[src/rtl/reg_window_ctrl.sv]
// Register-window frame-pointer controller.
// CALL pushes FP and advances the window; RTN pops it back.
module reg_window_ctrl #(
  parameter int DEPTH = 8
) (
  input  logic       Clock,
  input  logic       Reset_n,
  input  logic       Call_Req,
  input  logic       Rtn_Req,
  input  logic [2:0] Call_Offset,
  output logic [6:0] FP,
  output logic [6:0] New_FP,
  output logic       FP_move,
  output logic       FP_push_up,
  output logic       Busy,
  output logic       Done,
  output logic       Fault,
  output logic [3:0] Depth
);

  localparam int AW = (DEPTH > 1) ? $clog2(DEPTH) : 1;
  localparam logic [3:0] DMAX = 4'(DEPTH);

  localparam logic [2:0] S_IDLE      = 3'd0;
  localparam logic [2:0] S_CALL_PUSH = 3'd1;
  localparam logic [2:0] S_CALL_MOVE = 3'd2;
  localparam logic [2:0] S_RTN_POP   = 3'd3;
  localparam logic [2:0] S_RTN_MOVE  = 3'd4;

  logic [2:0]    state;
  logic [2:0]    off_q;
  logic [6:0]    target;
  logic [6:0]    stack [DEPTH];
  logic [7:0]    reach;
  logic [AW-1:0] wr_ptr;
  logic [AW-1:0] rd_ptr;
  logic          idle;
  logic          call_ok;
  logic          go_call;
  logic          go_rtn;
  logic          reject;

  // The top of the new window must stay inside the 128-entry file.
  assign reach   = {1'b0, FP} + {5'b0, Call_Offset} + 8'd7;
  assign call_ok = (Depth < DMAX) && (Call_Offset != 3'd0)
                && (reach <= 8'd127);

  assign idle    = (state == S_IDLE);
  assign go_call = idle && Call_Req && !Rtn_Req && call_ok;
  assign go_rtn  = idle && Rtn_Req && !Call_Req && (Depth != 4'd0);
  assign reject  = idle && (Call_Req || Rtn_Req) && !go_call && !go_rtn;

  assign wr_ptr = AW'(Depth);
  assign rd_ptr = AW'(Depth - 4'd1);

  assign FP_move    = (state == S_CALL_MOVE) || (state == S_RTN_MOVE);
  assign FP_push_up = (state == S_CALL_MOVE);
  assign New_FP     = FP_move ? target : FP;
  assign Busy       = !idle;

  // Stack storage needs no reset; Depth gates all reads.
  always_ff @(posedge Clock) begin
    if (state == S_CALL_PUSH) stack[wr_ptr] <= FP;
  end

  always_ff @(posedge Clock or negedge Reset_n) begin
    if (!Reset_n) begin
      state  <= S_IDLE;
      FP     <= 7'd0;
      Depth  <= 4'd0;
      target <= 7'd0;
      off_q  <= 3'd0;
      Done   <= 1'b0;
      Fault  <= 1'b0;
    end else begin
      Done  <= 1'b0;
      Fault <= 1'b0;
      unique case (state)
        S_IDLE: begin
          Fault <= reject;
          if (go_call) begin
            off_q <= Call_Offset;
            state <= S_CALL_PUSH;
          end else if (go_rtn) begin
            state <= S_RTN_POP;
          end
        end
        S_CALL_PUSH: begin
          Depth  <= Depth + 4'd1;
          target <= FP + {4'b0, off_q};
          state  <= S_CALL_MOVE;
        end
        S_RTN_POP: begin
          Depth  <= Depth - 4'd1;
          target <= stack[rd_ptr];
          state  <= S_RTN_MOVE;
        end
        S_CALL_MOVE, S_RTN_MOVE: begin
          FP    <= target;
          Done  <= 1'b1;
          state <= S_IDLE;
        end
        default: state <= S_IDLE;
      endcase
    end
  end

endmodule

[config.mk]
export PLATFORM = sky130hd
export DESIGN_NAME = reg_window_ctrl
export DESIGN_NICKNAME = d
export VERILOG_FILES = /design/src/rtl/reg_window_ctrl.sv
export SDC_FILE = /design/constraint.sdc
export NUM_CORES = 1
export LEC_CHECK = 0
export BUFFER_PORTS_ARGS = -buffer_cell sky130_fd_sc_hd__clkbuf_2
export CORE_AREA = 10 10 87 89
export DETAILED_ROUTE_END_ITERATION = 8
export DIE_AREA = 0 0 97 99
export PLACE_DENSITY = 0.78
export SLEW_MARGIN = 10
export SYNTH_ARGS = -nofsm -noshare
export SYNTH_HDL_FRONTEND = slang
export SYNTH_SLANG_ARGS = --single-unit
[constraint.sdc]
create_clock -name Clock -period 4.2 [get_ports Clock]
set_input_delay 0.84 -clock Clock [delete_from_list [all_inputs] [get_ports Clock]]
set_output_delay 0.84 -clock Clock [all_outputs]
set_load 0.01 [all_outputs]
---- Word level (Yosys, flattened, before mapping) ----
Memories as Yosys holds them, arrays and structs flattened.
Cells that the tools add are included.
storage, ports and cells
  memories ................................ 1
  logic and storage cells ................. 54
  input bits .............................. 7
  output and inout port bits .............. 23
  RAM bits ................................ 56
  bits in registers ....................... 26
operators by class
  reduce and logical (&&, ||, !) cells .... 24
  add/sub/neg operators ................... 5
  equality and inequality tests ........... 5
  order comparisons ....................... 2
  muxes and demuxes ....................... 10
memories
  memory  depth  bits a word  rd ports  clocked after memory_dff  wr ports  RTL line  text
  stack   8      7            1         0                         1         33        logic [6:0] stack [DEPTH];
operators with widths
  kind                                                                              count
  7-bit case mux with 2 select lines                                                1
  1-bit logical AND                                                                 11
  3-bit case mux with 3 select lines                                                1
  7-bit by 3-bit adder with 8-bit output                                            1
  8-bit by 3-bit adder with 8-bit output, second input constant                     1
  8-bit by 7-bit less-or-equal comparator with 1-bit output, second input constant  1
  4-bit case mux with 2 select lines                                                1
  7-bit by 3-bit adder with 7-bit output                                            1
  7-bit two-way mux                                                                 1
  3-bit by 2-bit equality test with 1-bit output, second input constant             2
  3-bit two-way mux                                                                 2
  1-bit logical NOT                                                                 5
  4-bit by 1-bit adder with 4-bit output, second input constant                     1
  4-bit less-than comparator, second input constant                                 1
  1-bit two-way mux                                                                 4
  4-bit nonzero test                                                                1
  4-bit by 1-bit subtractor with 4-bit output, second input constant                1
  3-bit by 1-bit equality test with 1-bit output, second input constant             1
  3-bit equality test, second input constant                                        1
  3-bit logical NOT                                                                 1
  3-bit by 1-bit inequality test with 1-bit output, second input constant           1
  3-bit nonzero test                                                                1
  1-bit logical OR                                                                  2
  2-bit AND reduction                                                               1
  other kinds (2)                                                                   2

---- Depth between registers and ports, before layout ----
Gate-level depths: netlist (run 1).
  depth after elaboration ................. 9
  gate-level depth with buffers ........... 9
  mapped depth without buffers ............ 9

---- Least setup slack after synthesis (run 1) ----
No wires, ideal clock.
  path kind ............................... input port to flip-flop
  from .................................... input port Call_Offset[2]
  to ...................................... register off_q[0]
  library setup time ...................... 0.125 ns
  slack ................................... 1.899 ns
  buffers on the path ..................... 0
  required time ........................... 4.075 ns
  data arrival time ....................... 2.176 ns
  cell stages on the path ................. 9
  cells stage by stage .................... inv_1 > ha_1 > inv_1 > ha_1 > nand2b_1 > o21bai_1 > a21oi_1 > o21a_2 > mux2_2
between the ends
  cells in the longest elaborated chain, start to end .. 6
  elaborated cells between the ends (all ways) .. 8
  those cells by class .................... add/sub (2); order compare (1); reduce/logical (5)
ends and longest elaborated chain
  what                                                       RTL line  text
  start: declaration                                         10        input logic [2:0] Call_Offset,
  7-bit by 3-bit adder with 8-bit output                     44        assign reach = {1'b0, FP} + {5'b0, Call_Offset} + 8'd7;
  8-bit by 3-bit adder with 8-bit output                     44
  8-bit by 7-bit less-or-equal comparator with 1-bit output  46        && (reach <= 8'd127);
  1-bit logical AND (*)                                      46
  1-bit logical AND (*)                                      49        assign go_call = idle && Call_Req && !Rtn_Req && call_ok;
  2-bit AND reduction (no source line) (*)                   -
  end signal: assignment                                     82        off_q <= Call_Offset;
  end: declaration                                           31        logic [2:0] off_q;
Mark *: on every way between the ends. The rest lies on a longest branch, timed or not.
A chain may end at the register's enable or synchronous reset.

---- Final worst setup path (run 1) ----
  from .................................... register state[1]
  to ...................................... output port New_FP[0]
between the ends
  cells in the longest elaborated chain, start to end .. 3
  elaborated cells between the ends (all ways) .. 4
  those cells by class .................... eq/ne (2); mux (1); reduce/logical (1)
ends and longest elaborated chain
  what                                                                                          RTL line  text
  start: declaration                                                                            30        logic [2:0] state;
  start signal: assignment                                                                      68        state <= S_IDLE;
  start signal: assignment                                                                      83        state <= S_CALL_PUSH;
  start signal: assignment                                                                      85        state <= S_RTN_POP;
  3-bit by 2-bit equality test with 1-bit output / 3-bit equality test (equally long branches)  56        assign FP_move = (state == S_CALL_MOVE) || (state == S_RTN_MOVE);
  1-bit logical OR (*)                                                                          56
  7-bit two-way mux (*)                                                                         58        assign New_FP = FP_move ? target : FP;
  end: declaration                                                                              12        output logic [6:0] New_FP,
Marked as above.

==> metrics, run 1 <==
power per cell area=roughly 770 mW/mm2; GRT Total Usage=0.145; vias in the first global route=2,067; Worst Hold Class=flip-flop to flip-flop; clk_lat worst skew=0.35 ns; RSZ-0062 raised after global routing=false; Seq cells post-synth=82; vias=~2,000; gpl congestion=about 0.79; Initial DRT Pass Iterations=4; number of flops mapped to enable cells by yosys=56; CP endpoint kind=output pin; leading area contributor after synthesis=edfxtp_1; htree depth=3; most frequent cell after synthesis=edfxtp_1; Cell variety after synth=37; Post-Place Setup Slack=between 1 and 1.5 ns; Remaining DRCs=0; # nets final=286; Syn Nets=250; sequential area share after synthesis=0.657; Ys Warns=0; max-slew violations=0; Die W=roughly 97 um; worst setup margin=approximately 1.1 ns; Resize count post-CTS=0; Main synth FF type=edfxtp_1; ant diodes=0; FF+latch area=~0.0023 mm2; clk_skew=0.0104 ns; Rows=28; gr ovfl total=0; Starting Density=0.607; max_cap viols=0; die height=~99 um; Leak Pwr=~1.6 nW; crit path DAT=approximately 2.3 ns; 1st-iter DRT viols=between 150 and 200; Area Overhead vs Synth=12.5%; Final Cycle Share=0.745; Post-DRT Antenna Nets=0; DRT Wirelength=between 6000 and 7000 um; fraction of registers with async set/reset=0.317; Routed WL per cell=19.1 um; synth top area cells=edfxtp_1 47%, dfrtp_1 18%, mux4_2 8.9%, ha_1 3.2%, mux2_2 3.2%; Startpoint Class=flip-flop; Hold Buf Count CTS=0; clock slew at reported path FFs=roughly 0.080 ns; Post-CTS Setup Bufs=0; initial antenna violation count=0; max_slew headroom=0.456; Core Region=0.00585 mm2; Fin Setup TNS=0 ns; status=finished, final reports clean; endpoints failing setup=0; CTS root buf=clkbuf_8; Worst Path Max Fanout=22; area occupied by multi-input gates=0.00114 mm2; critical path class=flip-flop to output pin; die area=0.00960 mm2; Cells after Synth=between 200 and 250; peak supply drop=about 0.00057 V; synthesized area per cell=approximately 15 um2; max frequency=0.320 GHz; CTS buffer count=9; worst path required time=around 3.4 ns; TritonCTS clock tree=yes; Fin. Hold Viols=0; post-synth top area share=0.473; CTS sink count=just over 80; IO Port Bufs=29; share of cells above drive strength 1=0.281; fillers=400; HPWL Detailed=between 4000 and 5000 um; synth cell count leaders=56 x edfxtp_1, 26 x dfrtp_1, 21 x nand2_1; Vias/cell=5.65; largest net degree at the start of global routing=27; Worst Max-Slew Pin Slew=0.813 ns; io pins=30; cell area after synthesis=between 0.003 and 0.004 mm2; Max clock buf depth=2; minimum clock period=around 3.1 ns; global-route wire length before repair=11,000 um; Final Hold Slack=approximately 0.49 ns
critical path, cell delays in order (launching register included):
cell and delay [ns]:
dfrtp_1 0.79, xnor2_1 0.16, nor2_2 0.44, mux2_2 0.41
clkbuf_2 0.13
cells by family (layout without fill, tap and decap cells):
group | after synthesis | count (layout) | share of synthesized area
AOI/OAI and AO/OA | 23 | 23 | 0.0405
xor gates and xnor gates | 11 | 11 | 0.0292
adders and majority gates | 10 | 10 | 0.0373
buffers and inverters | 19 | 60 | 0.0232
DFF | 82 | 82 | 0.657
muxes | 30 | 30 | 0.137
and+or+nand+nor | 58 | 58 | 0.0757
metal layers:
| metal | vias up | GRT usage | part of all wire |
|---|---|---|---|
| met3 | 6 | 0.0419 | 0.052 |
| met4 | 0 | 0.0670 | 0.012 |
| li1 | 932 | - | - |
| met5 | - | 0 | 0 |
| met2 | 52 | 0.235 | 0.51 |
| met1 | 983 | 0.176 | 0.42 |
final timing paths:
path / start / endpoint / slack (ns) / depth (start not counted)
min: target[5] / target[5] / 0.49 / 2
min in group asynchronous: Reset_n / Depth[0] / 0.50 / 1
max reg2reg: Depth[1] / target[0] / 1.80 / 7
max: state[1] / New_FP[0] / 1.07 / 4
max in group asynchronous: Reset_n / target[3] / 3.28 / 1
min reg2reg: target[5] / target[5] / 0.49 / 2
metrics by stage:
step / utilization / instance area (um2) / power [W] / instances
after floorplan: - / 3550 / 0.00211 / 233
after global placement: 0.645 / 3780 / 0.00246 / 333
after detailed placement: 0.645 / 3780 / 0.00251 / 333
after CTS: 0.683 / 4000 / 0.00312 / 349
after global routing: 0.683 / 4000 / 0.00329 / 349
final: 0.683 / 4000 / 0.00308 / 349
cells in the final DEF (no fill, tap or decap), types with 9 or more instances in the layout:
master and n:
mux2_2 10, edfxtp_1 56, o21ai_0 13, dfrtp_1 26, mux4_2 14, inv_1 12, nand2_1 21, nor2_1 17
clkbuf_2 29, clkbuf_8 10, ha_1 9
power by group:
part	switching, W	internal (W)	total, W	leakage, nW
combinational	0.000634	0.000545	0.00118	0.608
sequential	0.000201	0.00109	0.00129	0.837
clock	0.000262	0.000350	0.000612	0.113
total	0.00110	0.00199	0.00308	1.56
sequential cells by signal (all words and copies together) (netlist names):
register and flops:
target 7, stack 56, Done 1, Fault 1, FP 7, off_q 3
Depth 4, state 3
layout make-up:
cell class | count | share of cell area
Clock buffer | 11 | 0.0354
Clock inverter | 5 | 0.0197
Inverter | 12 | 0.0113
Multi-Input combinational cell | 132 | 0.285
Sequential cell | 82 | 0.584
Tap cell | 75 | 0.0235
Timing Repair Buffer | 32 | 0.0420
(Power assumes the default switching activity.)
==> run 2: changes to the inputs <==
- CORE_AREA: 10 10 87 89 -> 10 10 93 95
- DIE_AREA: 0 0 97 99 -> 0 0 103 105
- PLACE_DENSITY: 0.78 -> 0.71
- clock period: 4.2 -> 2.7 ns (I/O delays scaled with it)
==> run 2 against run 1 <==
  * Clock power grew 62%
  * Global-route usage down 1.5 points
  * Combinational power increased by 59%
  * Sequential share of layout area down 1.2 points
  * Register-to-register slack worse by 1.3 ns
  * Critical path type unchanged
  * Highest routed layer unchanged
==> metrics, run 2 (synthesized netlist as in run 1, its figures left out) <==
status=finished, final reports clean; Post-CTS Setup Bufs=0; endpoints failing setup=0; CP endpoint kind=output pin; Final Cycle Share=0.905; number of flip-flops in the largest register=56; dpl cell area=0.00384 mm2; critical path class=flip-flop to output pin; CP peak stage delay=between 0.4 and 0.5 ns; HPWL Detailed=roughly 4700 um; Starting Density=0.526; ant diodes=0; initial antenna violation count=0; Worst Hold Class=primary input to async pin; global-route wire length before repair=10,700 um; io pins=30; Remaining DRCs=0; max_slew headroom=0.558; crit path DAT=roughly 1.9 ns; die area=~0.011 mm2; Core Region=just under 0.007 mm2; CTS sink count=a little over 80; Final Hold Slack=0.206 ns; IO Port Bufs=29; Startpoint Class=flip-flop; power per cell area=between 1000 and 1500 mW/mm2; max-slew violations=0; CTS buffer count=9; die height=around 110 um; Area Overhead vs Synth=14.9%; CTS root buf=clkbuf_8; met2 WL=a little over 3000 um; clk_lat worst skew=0.34 ns; Max clock buf depth=2; CP Cell Sequence=xnor2_1, nor2_2, mux2_2, clkbuf_2; gr ovfl total=0; worst path required time=2.16 ns; vias=about 2,000; Reg with most FFs=stack; # nets final=slightly below 300; Fin. Hold Viols=0; TritonCTS clock tree=yes; commonest non-fill, non-tap cell in the layout=edfxtp_1; Routed WL per cell=between 15 and 20 um; largest net degree at the start of global routing=27; htree depth=3; WL met1=3000 um; met3 wire length=a little over 300 um; Worst Max-Slew Pin Slew=0.663 ns; max frequency=between 0.4 and 0.5 GHz; slowest CP cell=dfrtp_1; Post-DRT Antenna Nets=0; Initial DRT Pass Iterations=4; Hold Buf Count CTS=0; Fin Setup TNS=0 ns; DRT Wirelength=roughly 6400 um; Leak Pwr=roughly 1.6 nW; biggest regs=stack (56), FP (7), target (7); Die W=roughly 100 um; Vias/cell=approximately 5.5; 1st-iter DRT viols=roughly 120; Rows=30; clock slew at reported path FFs=approximately 0.090 ns; peak supply drop=~0.0007 V; clk_skew=around 0.015 ns; minimum clock period=around 2.4 ns; GRT Total Usage=0.130; vias in the first global route=2,039; post-layout instance area=a little over 0.004 mm2; max_cap viols=0; gpl congestion=roughly 0.74; share of cells above drive strength 1=0.305; most frequent cells in the layout=56 x edfxtp_1, 29 x clkbuf_2, 26 x dfrtp_1; Resize count post-CTS=0; highest metal used=met4; RSZ-0062 raised after global routing=false; Worst Path Max Fanout=11
run 2: worst max-delay path: cells and delay by family (launching register included):
kind	cells	cell delay, ns
muxes	1	0.41
buffers and inverters	1	0.14
xor gates and xnor gates	1	0.16
DFF	1	0.44
and+or+nand+nor	1	0.41
run 2: worst paths after layout:
check,startpoint,end,cells past startpoint,slack [ns]
max in group asynchronous,Reset_n,off_q[0],1,2.06
worst max register to register,FP[2],off_q[2],9,0.51
worst max-delay path,state[2],New_FP[5],4,0.26
min in group Clock,Call_Offset[2],off_q[2],2,0.46
worst min-delay path,Reset_n,Fault,1,0.21
worst min register to register,target[4],target[4],2,0.49
run 2: cell type report:
cell class | count | area, um2
fill | 527 | 2680
timing repair buffer | 40 | 228
inverter | 12 | 45.0
sequential | 82 | 2330
clock inverter | 4 | 50.0
clock buffer | 12 | 188
multi-input combinational | 132 | 1140
tap | 80 | 100
run 2: per-layer routing:
metal / track usage / up-vias
met5: 0 / -
met4: 0.0447 / 0
met3: 0.0481 / 8
met2: 0.191 / 43
met1: 0.174 / 1000
li1: - / 948
run 2: power breakdown:
part,internal [W],leakage (nW),switching [W]
sequential,0.00170,0.837,0.000277
clock,0.000567,0.124,0.000427
combinational,0.000869,0.650,0.00101
total,0.00313,1.61,0.00171
run 2: metrics by stage:
stage / utilization / std cells / worst slack [ns] / total power [W]
finish: 0.604 / 362 / 0.257 / 0.00484
floorplan: - / 233 / 0.534 / 0.00329
detailed placement: 0.569 / 346 / 0.483 / 0.00391
global route: 0.604 / 362 / 0.124 / 0.00519
CTS: 0.604 / 362 / 0.225 / 0.00490
global placement: 0.569 / 346 / 0.516 / 0.00387
==> run 3: changes to the inputs <==
- ABC_AREA: not set -> 1
- CORE_AREA: 10 10 93 95 -> 10 10 96 98
- DIE_AREA: 0 0 103 105 -> 0 0 106 108
==> run 3 against run 2 <==
  * Count of clock-buffer cells in the layout down 1
  * Global-route usage up 3.1 points
  * Via count up 44%
  * Sequential cell count unchanged
  * Largest power group is now combinational logic
  * Critical endpoint is now New_FP[4]
  * Synthesized area up 7.5%
  * Utilization down 3.4 points
==> metrics, run 3 <==
status=finished, final reports clean; sequential area share after synthesis=0.611; Ys Warns=0; Worst Hold Class=primary input to async pin; Syn Nets=422; CTS buffer count=9; max frequency=roughly 0.4 GHz; Die W=between 100 and 150 um; Leak Pwr=about 1.9 nW; power per cell area=between 1000 and 1500 mW/mm2; post-synth top area share=0.440; R2R setup slack=around 0.59 ns; vias=2,880; peak supply drop=around 0.00087 V; TritonCTS clock tree=yes; Area Overhead vs Synth=11.1%; Final Cycle Share=0.916; RSZ-0062 raised after global routing=false; Reg with most FFs=stack; global-route wire length before repair=14,700 um; initial antenna violation count=0; Remaining DRCs=0; clk_lat worst skew=between 0.3 and 0.4 ns; largest net degree at the start of global routing=39; gr ovfl total=0; cells on worst reg2reg path=5; endpoints failing setup=0; Rows=32; number of flip-flops in the largest register=between 50 and 60; fillers=about 690; CTS sink count=between 80 and 90; HPWL Detailed=about 6100 um; ant diodes=0; clock slew at reported path FFs=0.08 ns; Initial DRT Pass Iterations=4; gpl congestion=0.859; io pins=30; Post-DRT Antenna Nets=0; share of cells above drive strength 1=0.134; CP endpoint kind=output pin; most frequent cell after synthesis=nand2_1; CTS root buf=clkbuf_8; Fin Setup TNS=0 ns; Startpoint Class=flip-flop; die height=between 100 and 150 um; IO Port Bufs=29; Core Region=between 0.007 and 0.008 mm2; vias in the first global route=between 2,000 and 3,000; Worst Max-Slew Pin Slew=~0.8 ns; R2R Path End=stack[0][2]; number of flops mapped to enable cells by yosys=56; r2r startpoint=state[2]; Main synth FF type=edfxtp_1; cell area after synthesis=0.00382 mm2; fraction of registers with async set/reset=0.317; synthesized area per cell=around 9.4 um2; crit path DAT=~1.9 ns; synth top area cells=edfxtp_1 44%, dfrtp_1 17%, nand2_1 11%, nand3_1 5.4%, inv_1 4.8%; # nets final=around 460; biggest regs=stack (56), FP (7), target (7); leading area contributor after synthesis=edfxtp_1; area occupied by multi-input gates=roughly 0.0012 mm2; Vias/cell=5.25; clk_skew=around 0.012 ns; Max clock buf depth=2; max_slew headroom=0.461; GRT Total Usage=0.162; synth cell count leaders=117 x nand2_1, 56 x edfxtp_1, 49 x inv_1; worst path required time=approximately 2.2 ns; die area=around 0.011 mm2; DRT Wirelength=roughly 9000 um; Starting Density=0.513; Post-CTS Setup Bufs=0; 1st-iter DRT viols=a little under 200; htree depth=3; FF+latch area=0.00233 mm2; Cell variety after synth=26; Cells after Synth=between 400 and 500; worst setup margin=about 0.23 ns; Post-Place Setup Slack=0.588 ns; Worst Path Max Fanout=13; max_cap viols=0; Routed WL per cell=approximately 16 um; Seq cells post-synth=82; critical path class=flip-flop to output pin; commonest non-fill, non-tap cell in the layout=nand2_1; most frequent cells in the layout=117 x nand2_1, 56 x edfxtp_1, 49 x inv_1; minimum clock period=between 2 and 2.5 ns; Fin. Hold Viols=0; max-slew violations=0
run 3: cell types whose count changed in the layout (fill, tap and decap cells not counted), moves of 5 or more:
cell,previous run,this run
inv_1,12,49
mux2i_1,6,0
mux4_2,14,0
o21ai_0,13,20
nand3_1,1,41
o21ai_1,0,5
mux2_2,10,0
nand2_1,21,117
nor2_1,17,44
run 3: layer usage:
layer,up-vias,track usage,wire length [um]
met4,0,0.0754,204
met5,-,0,0
met2,96,0.264,4410
met1,1379,0.199,3800
li1,1387,-,-
met3,18,0.0410,558
run 3: worst max-delay path, stage by stage (launching register included):
cell and delay [ns]:
dfrtp_1 0.41, nor2_1 0.18, inv_1 0.08, nand3_1 0.18, inv_1 0.25, o21ai_0 0.30
clkbuf_2 0.19
run 3: where the power goes:
group | switching, W | internal, W
Clock | 0.000431 | 0.000332
Combinational | 0.00145 | 0.000727
Sequential | 0.000270 | 0.00170
Total | 0.00215 | 0.00276
run 3: what timing repair did:
item	in CTS	in global routing
endpoints found under the hold margin	0	0
gates resized for setup	0	2
setup endpoints to repair	0	2
hold buffers	0	0
run 3: cells by family after synthesis:
group | share of synthesized area
xor+xnor | 0.00688
buf+inv | 0.0744
compound gates | 0.0482
fa+ha+maj | 0.0347
simple gates | 0.225
flops | 0.611
run 3: final cells by class:
cell class,count,share of cell area
timing repair buffer,39,0.0519
clock inverter,5,0.00708
inverter,53,0.0469
sequential,82,0.550
tap,102,0.0301
clock buffer,11,0.0310
multi-input combinational,257,0.284
run 3: per-stage QoR:
| step | hold WS [ns] | cells | area (um2) | utilization | power, W |
|---|---|---|---|---|---|
| after floorplan | 0.244 | 405 | 3820 | - | 0.00341 |
| after global placement | 0.469 | 533 | 4080 | 0.548 | 0.00411 |
| after detailed placement | 0.483 | 533 | 4080 | 0.548 | 0.00417 |
| after CTS | 0.218 | 549 | 4240 | 0.570 | 0.00493 |
| after global routing | 0.237 | 549 | 4240 | 0.570 | 0.00531 |
| final | 0.212 | 549 | 4240 | 0.570 | 0.00491 |
run 3: worst max-delay path by stage:
stage | startpoint | endpoint | depth (start not counted)
2_1_floorplan | Depth[0] | target[0] | 12
5_1_grt | state[2] | New_FP[4] | 6
3_3_place_gp | state[1] | New_FP[4] | 6
3_5_place_dp | state[2] | stack[0][5] | 5
4_1_cts | state[2] | New_FP[4] | 6
6_report | state[2] | New_FP[4] | 6
